File: src/rtl/imm_gen_adder.sv
// imm_gen_adder: RV32I immediate generator and 32-bit adder.
// The decoded immediate, the sum and the flags are combinational for
// same-cycle use by the datapath. A registered copy of each is kept
// for pipelining and debug taps.
// There is no handshake: every clock edge with rst low captures fresh values.
module imm_gen_adder (
    input  logic        clk,
    input  logic        rst,
    input  logic [6:0]  instr_type,
    input  logic [31:0] instr,
    input  logic [31:0] IN1,
    input  logic [31:0] IN2,
    output logic [31:0] imm,
    output logic [31:0] RESULT,
    output logic        carry,
    output logic        overflow,
    output logic        zero,
    output logic [31:0] imm_q,
    output logic [31:0] result_q,
    output logic [2:0]  flags_q
);

    localparam logic [6:0] OPC_OP_IMM = 7'b0010011;
    localparam logic [6:0] OPC_LOAD   = 7'b0000011;
    localparam logic [6:0] OPC_JALR   = 7'b1100111;
    localparam logic [6:0] OPC_STORE  = 7'b0100011;
    localparam logic [6:0] OPC_BRANCH = 7'b1100011;
    localparam logic [6:0] OPC_LUI    = 7'b0110111;
    localparam logic [6:0] OPC_AUIPC  = 7'b0010111;
    localparam logic [6:0] OPC_JAL    = 7'b1101111;

    logic [32:0] sum33;
    logic [31:0] imm_d;
    logic [31:0] result_d;
    logic [2:0]  flags_d;

    // Immediate decode. OP, unknown and X opcodes fall to the default arm and give 0.
    always_comb begin
        imm = 32'h0;
        case (instr_type)
            OPC_OP_IMM, OPC_LOAD, OPC_JALR:
                imm = {{20{instr[31]}}, instr[31:20]};
            OPC_STORE:
                imm = {{20{instr[31]}}, instr[31:25], instr[11:7]};
            OPC_BRANCH:
                imm = {{19{instr[31]}}, instr[31], instr[7], instr[30:25],
                       instr[11:8], 1'b0};
            OPC_LUI, OPC_AUIPC:
                imm = {instr[31:12], 12'h000};
            OPC_JAL:
                imm = {{11{instr[31]}}, instr[31], instr[19:12], instr[20],
                       instr[30:21], 1'b0};
            default:
                imm = 32'h0;
        endcase
    end

    // Adder and flags. The sum wraps modulo 2^32, and bit 32 of the sum is the carry.
    always_comb begin
        sum33    = {1'b0, IN1} + {1'b0, IN2};
        RESULT   = sum33[31:0];
        carry    = sum33[32];
        overflow = (IN1[31] == IN2[31]) && (sum33[31] != IN1[31]);
        zero     = (sum33[31:0] == 32'h0);
    end

    // Next-state values for the debug/pipeline registers
    always_comb begin
        imm_d    = imm;
        result_d = RESULT;
        flags_d  = {carry, overflow, zero};
    end

    // Registered copies. A synchronous reset clears them; the combinational outputs stay live.
    always_ff @(posedge clk) begin
        if (rst) begin
            imm_q    <= 32'h0;
            result_q <= 32'h0;
            flags_q  <= 3'b000;
        end else begin
            imm_q    <= imm_d;
            result_q <= result_d;
            flags_q  <= flags_d;
        end
    end

endmodule

File: config.mk
export PLATFORM = sky130hd
export DESIGN_NAME = imm_gen_adder
export DESIGN_NICKNAME = d
export VERILOG_FILES = /design/src/rtl/imm_gen_adder.sv
export SDC_FILE = /design/constraint.sdc
export NUM_CORES = 1
export LEC_CHECK = 0
export ABC_AREA = 0
export BUFFER_PORTS_ARGS = -buffer_cell sky130_fd_sc_hd__buf_2
export CORE_MARGIN = 2
export CORE_UTILIZATION = 38
export CTS_CLUSTER_DIAMETER = 120
export DETAILED_ROUTE_END_ITERATION = 8
export MAX_ROUTING_LAYER = met4
export PLACE_DENSITY = 0.75
export SLEW_MARGIN = 30
export SYNTH_ARGS = -nofsm -noshare
export SYNTH_HDL_FRONTEND = slang
export SYNTH_SLANG_ARGS = --single-unit
File: constraint.sdc
create_clock -name clk -period 11.45 [get_ports clk]
set_input_delay 2.29 -clock clk [delete_from_list [all_inputs] [get_ports clk]]
set_output_delay 2.29 -clock clk [all_outputs]
set_load 0.01 [all_outputs]
Word level (Yosys, flattened, before mapping)
Index checks and enable logic that the tools add are counted.

word-level totals
  register bits after elaboration = 67
  bits of input ports = 105
  output and inout port bits = 134
  word-level logic and storage cells = 19

operators by class
  add/subtract/negate cells = 1
  equality and inequality tests = 10
  mux-type cells = 1
  reduce and logical (&&, ||, !) cells = 4

operator list
  operator            count
  $pmux 32 s5         1
  $add 32x32->33      1
  $logic_not 32->1    1
  $eq 7x7->1 const B  3
  $eq 7x5->1 const B  2
  $eq 7x6->1 const B  2
  $eq 7x2->1 const B  1
  $reduce_or 3->1     1
  $reduce_or 2->1     1
  $eq 1x1->1          1
  $logic_and 1x1->1   1
  $ne 1x1->1          1

Logic depth before layout (Yosys ltp)
  word-level depth = 3
  gate-level depth with buffers = 11
  depth with buffers taken out = 11

Least setup slack after synthesis
Ideal clock, no wire load.

  kind = input to output
  start point = in IN1[21]
  end point = out zero
  arrival = 4.673 ns
  required time = 9.160 ns
  path slack = 4.487 ns
  stages = 10
  buffers on the path = 0
  path through = ha_1 a211oi_1 nor2_1 a311o_1 a221o_1 o41ai_2 xnor2_1 nor3_2 nand4_1 nor2_1

between the ends
  cells in the longest elaborated chain, start to end = 2

ends and longest elaborated chain
  item                RTL line  RTL
  start: declaration  11        input logic [31:0] IN1,
  $add 32x32->33      60        sum33 = {1'b0, IN1} + {1'b0, IN2};
  via RESULT[30]      14        output logic [31:0] RESULT,
  $logic_not 32->1    64        zero = (sum33[31:0] == 32'h0);
  end: declaration    17        output logic zero,

The timed path passes the listed nets, and every way through them passes these cells.

Worst setup path in the final report
  start point = in IN1[17]
  end point = out zero

between the ends
  cells in the longest elaborated chain, start to end = 2

ends and longest elaborated chain
  item              RTL line
  $add 32x32->33    60
  $logic_not 32->1  64

Every way passes these cells.

==> impl_metrics.yaml <==
worst_setup_path:
  worstPathRequired_ns: 9.16
  path_class: "in -> out"
  critPathLaunchType: "primary input"
  cpMostUsedCell: "buf_2"
  path_cells: "buf_2 -> ha_1 -> a21oi_2 -> o21ai_1 -> a311o_1 -> a221o_1 -> o41ai_2 -> xnor2_1 -> nor3_2 -> nand4_1 -> nor2_1 -> buf_2"
  cp_slowest_cell: "a311o_1"
  critPathMaxFanout: 9
  worstPathArrival_ns: 5.28
  startpoint: "IN1[17]"
  cpPeakStageDelay_ns: 0.42
  cp-end-kind: "output port"
sta:
  fin_tns_setup_ns: 0
  setup_violations: 0
  worst_pin_slew_ns: 0.7803
  slew_violations: 0
  slew-limit-headroom_pct: 47.43
  max_freq_ghz: 0.1321
  min_period_over_period_pct: 66.10
  rsz0062_at_grt: "no"
  whs_ns: 2.173
  fin_crit_ns: 7.568
  finalHoldViolations: 0
route:
  num_vias: 4506
  drtIter0Drc: 234
  via_per_inst: 5.203
  drtPass1Iterations: 5
  ant_nets: 0
  wl_per_cell_um: 15.52
  routed_wl_um: 13440
  post-route-drc-count: 0
cts:
  cts.reportedPaths.clkPinSlew_ns: 0.07
  clockRootBuffer: "clkbuf_8"
  holdBufCountCts: 0
  clockBufferDepth: 2
  ctsResizeCount: 0
  cts_setup_buffers: 0
  cts_tree: "built"
  clock-sinks: 67
  numCtsBuffers: 9
  htreeDepth: 3
cells_and_area:
  seq_area_sq_um: 1341
  area_growth_pct: 35.15
  final_cells: 866
  num-fill-cells: 1042
  fin_nets: 859
  multi_input_area_sq_um: 2729
  n_antenna_cell: 0
  drive_gt1_share_pct: 35.81
floorplan:
  core_sq_um: 10840
  start_util_pct: 38.91
  die_h_um: 109.4
  rows: 38
  die_area_sq_um: 11960
  die_w_um: 109.4
  ios: 239
synthesis:
  synth_nets: 637
  avgSynthCellArea_sq_um: 8.452
  synth_area_sq_um: 4218
  syn_inst: 499
  synth_flop_cell: "dfxtp_1"
  yosys_warnings: 0
  ys_async_sr_fraction_pct: 0
  synth-edff-count: 0
  synth_seq_area_share_pct: 31.80
  synth_seq_cells: 67
  synth_cell_types: 57
placement:
  dp_cells: 850
  dp_hpwl_um: 11030
  place_congestion: 0.8767
  io_buffers: 231
grt:
  grt_pass1_vias: 4147
  grt.total_usage_pct: 22.04
  grt_overflow_total: 0
  grt_pass1_wl_um: 19850
  antenna_found_initial: 0
  grt_max_degree: 63
hold_path:
  min_path_type: "in -> reg"
  min_from: "instr[30]"
power:
  peakVddDrop_mv: 0.06363
  power_per_cell_area_nw_per_um2: 128.9
  p_leak_nw: 3.022
run:
  max_cap_viol_count: 0
outcome:
  outcome: "complete, no violations"
[metal layers]
metal | up-vias | GRT usage (%) | share of wire, %
met5 | - | - | 0
met4 | 0 | 8.499 | 1.9
met3 | 16 | 3.557 | 6.4
met2 | 174 | 40.12 | 51
met1 | 2087 | 23.92 | 40
li1 | 2229 | - | -
[through the flow]
| step | utilization, % | power [mW] | area (sq um) | worst slack [ns] |
|---|---|---|---|---|
| floorplan | - | 0.4174 | 4218 | 4.487 |
| global placement | 50.48 | 0.5123 | 5473 | 3.907 |
| detailed placement | 50.48 | 0.5163 | 5473 | 3.960 |
| CTS | 52.59 | 0.7409 | 5700 | 3.941 |
| global route | 52.59 | 0.7748 | 5700 | 3.696 |
| finish | 52.59 | 0.7349 | 5700 | 3.882 |
[Yosys cell counts (2+ instances only)]
cell type / instances / area (sq um)
nand3b_1: 2 / 15.01
dfxtp_1: 67 / 1341
a21oi_2: 2 / 17.52
nor2b_1: 65 / 406.6
and2_1: 13 / 81.33
clkbuf_1: 18 / 67.56
or3_1: 3 / 18.77
xor2_1: 9 / 78.83
a21o_1: 30 / 225.2
a21boi_0: 2 / 15.01
a31oi_1: 3 / 18.77
a21oi_1: 30 / 150.1
and3_1: 3 / 18.77
nor4b_2: 2 / 30.03
a2111oi_0: 2 / 17.52
nor2_1: 32 / 120.1
nor3_2: 2 / 20.02
o21bai_1: 5 / 37.54
a22oi_1: 2 / 15.01
o2111ai_1: 3 / 26.28
nand2b_1: 3 / 18.77
o21ai_1: 5 / 25.02
o22ai_1: 3 / 18.77
nor4_1: 5 / 31.28
mux2i_1: 2 / 20.02
inv_1: 13 / 48.80
nand4_1: 9 / 56.30
a211oi_1: 7 / 52.55
a22o_1: 6 / 52.55
xnor2_1: 18 / 157.7
nand2_1: 28 / 105.1
ha_1: 32 / 400.4
nor3_1: 12 / 60.06
o21a_1: 6 / 45.04
buf_2: 4 / 20.02
o21ai_0: 22 / 110.1
nand3_1: 9 / 45.04
[logic make-up after synthesis]
kind of cell | count (synthesis) | synth area share, %
XOR/XNOR | 27 | 5.607
multiplexers | 3 | 1.009
adder cells (fa/ha/maj) | 33 | 9.967
flip-flops | 67 | 31.80
buffers and inverters | 36 | 3.500
AO/OA/AOI/OAI | 139 | 22.66
AND/OR/NAND/NOR | 194 | 25.45
[report_power, final]
part / leakage, nW / switching (mW) / internal [mW]
clock network: 0.113 / 0.0887 / 0.134
registers: 0.550 / 0.00411 / 0.251
logic: 2.36 / 0.150 / 0.107
total: 3.02 / 0.243 / 0.492
[layout make-up]
class	count	share of cell area (%)
Clock buffer	12	2.722
Clock inverter	4	1.273
Inverter	13	0.8560
Multi-Input combinational cell	396	47.87
Sequential cell	67	23.53
Tap cell	140	3.073
Timing Repair Buffer	234	20.68
[worst max-delay path: cells and delay by family]
kind            cells  cell delay, ns
compound gates      5            1.55
xor+xnor            1            0.21
fa+ha+maj           1            0.41
buf+inv             2            0.25
simple gates        3            0.56
[final timing paths]
| path | end | slack [ns] | cells past startpoint |
|---|---|---|---|
| min | imm_q[10]$_SDFF_PP0_ | 2.17 | 2 |
| max | zero | 3.88 | 12 |
[state kept, by name, summed over array words and instances, names as in the netlist]
signal,cells
result_q,32
flags_q,3
imm_q,32
[cells in the final DEF (no fill, tap or decap), drive strengths merged, types with 5 or more instances in the layout]
| cell | n |
|---|---|
| buf | 234 |
| ha | 32 |
| xor2 | 9 |
| a22o | 6 |
| nor4 | 5 |
| nor2b | 65 |
| clkbuf | 12 |
| nand2 | 28 |
| a21o | 30 |
| o21bai | 5 |
| and2 | 13 |
| nor3 | 14 |
| nand3 | 9 |
| dfxtp | 67 |
| nand4 | 9 |
| a21oi | 32 |
| o21a | 6 |
| a211oi | 7 |
| nor2 | 32 |
| inv | 13 |
| xnor2 | 18 |
| o21ai | 27 |
Power figures use the tool's default switching activity.
